### src/rtl/mdu_sequencer.sv
// Iterative RV32M multiply/divide unit: radix-2 shift-add multiply and restoring divide.
// Holds the pipeline via stall while an op is in flight and pulses done with the result.
module mdu_sequencer #(
  parameter  int XLEN  = 32,
  localparam int CNT_W = $clog2(XLEN) + 1
) (
  input  logic            clk,
  input  logic            rst_n,
  input  logic            start,
  input  logic [2:0]      func3,
  input  logic [XLEN-1:0] rs1,
  input  logic [XLEN-1:0] rs2,
  input  logic            flush,
  output logic            stall,
  output logic            busy,
  output logic            done,
  output logic [XLEN-1:0] result
);

  typedef enum logic [1:0] {
    S_IDLE = 2'd0,
    S_CALC = 2'd1,
    S_FIX  = 2'd2,
    S_DONE = 2'd3
  } state_t;

  localparam logic [XLEN-1:0] MIN_NEG = {1'b1, {(XLEN-1){1'b0}}};

  state_t              r_state;
  state_t              w_next_state;
  logic                w_accept;

  logic [2:0]          r_func3;
  logic [2*XLEN-1:0]   r_prod;
  logic [XLEN-1:0]     r_opb;
  logic [XLEN-1:0]     r_rem;
  logic [XLEN-1:0]     r_quo;
  logic [XLEN-1:0]     r_result;
  logic [CNT_W-1:0]    r_cnt;
  logic                r_neg_res;
  logic                r_neg_rem;
  logic                r_busy;
  logic                r_done;

  logic                w_is_div;
  logic                w_a_signed;
  logic                w_b_signed;
  logic                w_a_neg;
  logic                w_b_neg;
  logic [XLEN-1:0]     w_a_mag;
  logic [XLEN-1:0]     w_b_mag;
  logic                w_div_zero;
  logic                w_div_ovf;
  logic                w_special;
  logic [XLEN-1:0]     w_special_val;

  logic [XLEN:0]       w_mul_sum;
  logic [XLEN:0]       w_div_shift;
  logic [XLEN:0]       w_div_diff;
  logic                w_div_ge;

  logic [2*XLEN-1:0]   w_prod_fix;
  logic [XLEN-1:0]     w_quo_fix;
  logic [XLEN-1:0]     w_rem_fix;
  logic [XLEN-1:0]     w_fix_val;

  // Operand decode on the accept cycle; MUL runs unsigned since its low half is sign-agnostic.
  assign w_is_div   = func3[2];
  assign w_a_signed = (func3 == 3'b001) || (func3 == 3'b010) ||
                      (func3 == 3'b100) || (func3 == 3'b110);
  assign w_b_signed = (func3 == 3'b001) || (func3 == 3'b100) || (func3 == 3'b110);
  assign w_a_neg    = w_a_signed & rs1[XLEN-1];
  assign w_b_neg    = w_b_signed & rs2[XLEN-1];
  assign w_a_mag    = w_a_neg ? -rs1 : rs1;
  assign w_b_mag    = w_b_neg ? -rs2 : rs2;

  assign w_div_zero = w_is_div && (rs2 == '0);
  assign w_div_ovf  = w_is_div && !func3[0] && (rs1 == MIN_NEG) && (rs2 == '1);
  assign w_special  = w_div_zero | w_div_ovf;

  always_comb begin
    w_special_val = '0;
    if (w_div_zero) begin
      w_special_val = func3[1] ? rs1 : '1;
    end else if (w_div_ovf) begin
      w_special_val = func3[1] ? '0 : rs1;
    end
  end

  // One multiply step: conditionally add into the high half, then shift the whole product right.
  assign w_mul_sum   = {1'b0, r_prod[2*XLEN-1:XLEN]} + (r_prod[0] ? {1'b0, r_opb} : '0);

  // One restoring-divide step; the remainder stays below the divisor, so bit XLEN of the difference is its sign.
  assign w_div_shift = {r_rem, r_quo[XLEN-1]};
  assign w_div_diff  = w_div_shift - {1'b0, r_opb};
  assign w_div_ge    = ~w_div_diff[XLEN];

  assign w_prod_fix  = r_neg_res ? -r_prod : r_prod;
  assign w_quo_fix   = r_neg_res ? -r_quo : r_quo;
  assign w_rem_fix   = r_neg_rem ? -r_rem : r_rem;

  always_comb begin
    w_fix_val = '0;
    case (r_func3)
      3'b000:                 w_fix_val = w_prod_fix[XLEN-1:0];
      3'b001, 3'b010, 3'b011: w_fix_val = w_prod_fix[2*XLEN-1:XLEN];
      3'b100, 3'b101:         w_fix_val = w_quo_fix;
      default:                w_fix_val = w_rem_fix;
    endcase
  end

  always_ff @(posedge clk or negedge rst_n) begin
    if (!rst_n) begin
      r_state <= S_IDLE;
    end else begin
      r_state <= w_next_state;
    end
  end

  always_comb begin
    w_next_state = r_state;
    w_accept     = 1'b0;
    case (r_state)
      S_IDLE: begin
        if (start && !flush) begin
          w_accept     = 1'b1;
          w_next_state = w_special ? S_DONE : S_CALC;
        end
      end
      S_CALC: begin
        if (r_cnt == CNT_W'(1)) begin
          w_next_state = S_FIX;
        end
      end
      S_FIX:   w_next_state = S_DONE;
      default: w_next_state = S_IDLE;
    endcase
    if (flush) begin
      w_next_state = S_IDLE;
    end
  end

  always_ff @(posedge clk or negedge rst_n) begin
    if (!rst_n) begin
      r_func3   <= '0;
      r_prod    <= '0;
      r_opb     <= '0;
      r_rem     <= '0;
      r_quo     <= '0;
      r_result  <= '0;
      r_cnt     <= '0;
      r_neg_res <= 1'b0;
      r_neg_rem <= 1'b0;
      r_busy    <= 1'b0;
      r_done    <= 1'b0;
    end else begin
      r_busy <= (w_next_state == S_CALC) || (w_next_state == S_FIX);
      r_done <= (w_next_state == S_DONE);
      case (r_state)
        S_IDLE: begin
          if (w_accept) begin
            r_func3 <= func3;
            if (w_special) begin
              r_result <= w_special_val;
            end else begin
              r_prod    <= {{XLEN{1'b0}}, w_a_mag};
              r_opb     <= w_b_mag;
              r_rem     <= '0;
              r_quo     <= w_a_mag;
              r_cnt     <= CNT_W'(XLEN);
              r_neg_res <= w_a_neg ^ w_b_neg;
              r_neg_rem <= w_a_neg;
            end
          end
        end
        S_CALC: begin
          r_cnt <= r_cnt - CNT_W'(1);
          if (r_func3[2]) begin
            r_rem <= w_div_ge ? w_div_diff[XLEN-1:0] : w_div_shift[XLEN-1:0];
            r_quo <= {r_quo[XLEN-2:0], w_div_ge};
          end else begin
            r_prod <= {w_mul_sum, r_prod[XLEN-1:1]};
          end
        end
        S_FIX: begin
          if (!flush) begin
            r_result <= w_fix_val;
          end
        end
        default: ;
      endcase
    end
  end

  assign stall  = start & ~r_done & ~flush;
  assign busy   = r_busy;
  assign done   = r_done;
  assign result = r_result;

`ifndef SYNTHESIS
  a_start_held: assert property (@(posedge clk) disable iff (!rst_n) r_busy |-> (start || flush))
    else $error("mdu_sequencer: start dropped while busy without flush");
`endif

endmodule

### config.mk
export PLATFORM = sky130hd
export DESIGN_NAME = mdu_sequencer
export DESIGN_NICKNAME = d
export VERILOG_FILES = /design/src/rtl/mdu_sequencer.sv
export SDC_FILE = /design/constraint.sdc
export NUM_CORES = 1
export LEC_CHECK = 0
export BUFFER_PORTS_ARGS = -buffer_cell sky130_fd_sc_hd__buf_2
export CORE_ASPECT_RATIO = 1.1
export CORE_MARGIN = 8
export CORE_UTILIZATION = 60
export CTS_BUF_LIST = sky130_fd_sc_hd__clkbuf_8 sky130_fd_sc_hd__clkbuf_16
export DETAILED_ROUTE_END_ITERATION = 7
export HOLD_SLACK_MARGIN = 0.02
export PLACE_DENSITY = 0.79
export SYNTH_ARGS = -nofsm -noshare
export SYNTH_HDL_FRONTEND = slang
export SYNTH_SLANG_ARGS = --single-unit
### constraint.sdc
create_clock -name clk -period 3.9 [get_ports clk]
set_input_delay 0.975 -clock clk [delete_from_list [all_inputs] [get_ports clk]]
set_output_delay 0.975 -clock clk [all_outputs]
set_load 0.01 [all_outputs]
==> results.md <==
* Status: finished, final reports clean
* Slew @ Worst Pin at 1.412 ns
* I/O pin count at 106
* Adder-cell share of the synthesized area at 0.05611
* Clock transition at path regs at 0.06 ns
* Drt first pass iters at 6
* CTS tree: built
* Final Non-Filler Cells at 2643
* Post-synthesis mux area share at 0.01922
* Critical Path AT at 4.24 ns
* Startpoint Class: flop
* Hold WC Path Type: flop to flop
* Layout filler cell count at 2366
* Setup-failing EPs final at 0
* GRT Total Usage at 0.3448
* Initial antenna violation count at 0
* Die Y at 192.5 um
* Clk sinks at 207
* Largest family of logic cells by synthesized area: compound AO/OA/AOI/OAI gates
* Port Buf Inserts at 105
* Post-CTS Resized at 0
* Max cap viols at 0
* Routed wire per std cell at 22.35 um
* Clk_lat worst skew at 0.54 ns
* Placed Instances at 2600
* Compound-Gate Fraction of Synth Area at 0.2587
* Synth-to-Final Area Change at 13.48%
* Clock share of power at 0.160
* Routed vias at 17540
* Max-slew violations at 0
* Top_reg_cell synth: dfrtp_1
* Int Pwr at 7.601 mW
* Synthesized flop and latch total at 207
* Top cells by area, synth: dfrtp_1 30%, o21ai_0 7.4%, xnor2_1 6.0%
* Period minus WS final at 3.810 ns
* Setup ws final at 0.09045 ns
* Htree depth at 1
* Core area at 0.02787 mm^2
* Grt ovf at 0
* WL final at 59070 um
* Crit path cell chain: or4_4 > or3_4 > or4_4 > or4_1 > buf_4 > o31ai_1 > xor2_1 > o221ai_1 > o21ai_0 > a211oi_1
* Final Skew at 0.02637 ns
* Area of the multi-input gates at 0.01114 mm^2
* Psw at 6.736 mW
* Post-synthesis cell area at 0.01699 mm^2
* XOR/XNOR Fraction of Synth Area at 0.1144
* Seq. cell area at 0.005181 mm^2
* Share of the synthesized area in the top cell type at 0.3049
* Worst setup EP type: flop
* Period utilization at 0.9768
* RSZ-0062 raised after global routing: no
* Via density at 6.635
* Final hold viol count at 0
* Flop pwr share at 0.279
* Synth warn at 0
* FMAX at 262.5 MHz
* Slew headroom at 0.04865
* Syn_area_per_cell at 7.899 um^2
* Crit-path most repeated cell: or4_4
* Synth async-reset ratio at 1.000
* Gpl congestion at 1.004
* Crit-path max FO at 8
* Largest stage delay, worst path at 0.59 ns
* Vias in the first global route at 17240
* Max Root-Sink Buffers at 3
* Worst IR Drop VDD at 0.4428 mV
* Worst-path cell with the longest stage delay: or4_4
* Setup TNS Final at 0 ns
* HPWL after DPL at 44970 um
* Comb power frac at 0.561
* Switching part of the total power at 0.4698
* Root Driver: clkbuf_16
* Layout cells sized above 1 at 0.1281
* Mapped Nets at 2297
* # DRC at 0
* Sequential area share after synthesis at 0.3049
* Global-route wire length before repair at 93880 um
* Cells after Synth at 2151
* Largest net degree at the start of global routing at 93
* Final antenna-violating net count at 0
* Hold Buf Count CTS at 0
* FP Rows at 64
* Cell accounting for the most synthesized area: dfrtp_1
* Post-synth EDFFs at 0
* Simple-gate area share of the yosys netlist at 0.2038
* Num CTS Buffers at 25
* 1st-iter DRT viols at 1742
* Crit path kind: flop to flop
* Setup repair bufs after CTS at 0
* DIE AREA at 0.03397 mm^2
* Unique cell type count in the Yosys netlist at 74
* Final Net Count at 2410
* Pwr Density at 743.6 mW/mm^2
* Diodes inserted at 0
* Required time worst endpoint at 4.33 ns
* Place WS at -0.07945 ns
* P_leak at 8.282 nW
* Chip Width at 176.5 um
* Initial core utilization at 0.6097
[placed cells by master (no fill, tap or decap), types with 24 or more instances in the layout]
master,synthesis,layout
a211oi_1,42,42
a21o_1,29,29
a21oi_1,148,148
buf_2,9,104
buf_4,0,90
clkbuf_16,0,25
dfrtp_1,207,206
ha_1,73,73
inv_1,69,73
mux2i_1,27,27
nand2_1,214,212
nand2b_1,25,24
nand3_1,72,72
nor2_1,201,197
nor3_1,56,55
nor4_1,24,24
o21ai_0,252,251
o31ai_1,55,55
or3_1,27,27
or4_1,25,25
xnor2_1,117,117
xor2_1,105,105
[Yosys cell counts (12+ instances only)]
cell	instances
nand4_1	20
nor3_1	56
o21ai_0	252
nand2_1	214
nand3_1	72
o21a_1	12
o22ai_1	19
or4_1	25
clkbuf_1	105
nand2b_1	25
nor2b_1	13
a21oi_1	148
mux2i_1	27
dfrtp_1	207
a31oi_1	16
ha_1	73
o41ai_1	21
a21o_1	29
xnor2_1	117
nor4_1	24
o31ai_1	55
nor2_1	201
a221o_1	21
a211oi_1	42
or3_1	27
inv_1	69
xor2_1	105
[worst paths after layout]
kind                                               end  cells past startpoint              startpoint  slack (ns)
worst max register to register  result[29]$_DFFE_PN0P_                     10  r_prod[26]$_DFFE_PN0P_        0.09
max in group asynchronous        r_opb[22]$_DFFE_PN0P_                      2                   rst_n        2.57
worst min-delay path             result[9]$_DFFE_PN0P_                      2   result[9]$_DFFE_PN0P_        0.47
worst max-delay path            result[29]$_DFFE_PN0P_                     10  r_prod[26]$_DFFE_PN0P_        0.09
worst min register to register   result[9]$_DFFE_PN0P_                      2   result[9]$_DFFE_PN0P_        0.47
min in group asynchronous       r_prod[23]$_DFFE_PN0P_                      1                   rst_n        0.51
[kinds of logic (layout without fill, tap and decap cells)]
kind of cell,after synthesis,count (layout)
muxes,32,32
and+or+nand+nor,727,727
adders and majority gates,75,75
xor gates and xnor gates,222,222
DFF,207,207
buffers and inverters,191,320
AOI/OAI and AO/OA,697,697
[power by group through the flow]
stage	registers, mW	logic (mW)	clock network, mW
final	3.99	8.05	2.30
after global routing	4.08	8.86	2.39
after CTS	3.94	7.90	2.30
after detailed placement	3.96	7.85	0
after global placement	3.93	7.66	0
after floorplan	3.70	5.51	0
[worst max-delay path, delay by kind of cell (launching register included)]
kind	cells	cell delay, ns
flops	1	0.38
buf+inv	1	0.20
simple gates	4	2.03
xor+xnor	1	0.13
compound gates	4	0.97
[flip-flops by register name, indices dropped and copies added (netlist names), 2 cells and up]
name and count:
r_quo 32, r_cnt 6, r_state 2, result 32, r_opb 32, r_rem 32
r_prod 64, r_func3 3
[metal layers]
layer | part of all wire | track usage | wire (um) | up-vias
met5 | 0 | 0 | 0 | -
met2 | 0.46 | 0.5685 | 27170 | 970
met3 | 0.098 | 0.06027 | 5778 | 224
met1 | 0.39 | 0.4375 | 23140 | 8265
li1 | - | - | - | 8076
met4 | 0.050 | 0.1559 | 2981 | 0
[metrics by stage]
stage | hold slack (ns) | power, mW | cell area [um^2] | util
finish | 0.4731 | 14.34 | 19280 | 0.6919
global route | 0.4984 | 15.33 | 19280 | 0.6919
CTS | 0.4791 | 14.13 | 19280 | 0.6919
detailed placement | 0.4655 | 11.81 | 18500 | 0.6639
global placement | 0.4554 | 11.58 | 18500 | 0.6639
floorplan | 0.4498 | 9.217 | 17000 | -
[cell type report]
class,count,share of cell area
repair buffers,208,0.07625
flip-flops and latches,207,0.2687
inverters,69,0.01343
clock inverters,17,0.007333
multi-input cells,1753,0.5775
clock buffers,26,0.03316
well taps,363,0.02356
No activity file was read; power rests on OpenSTA's default activity.
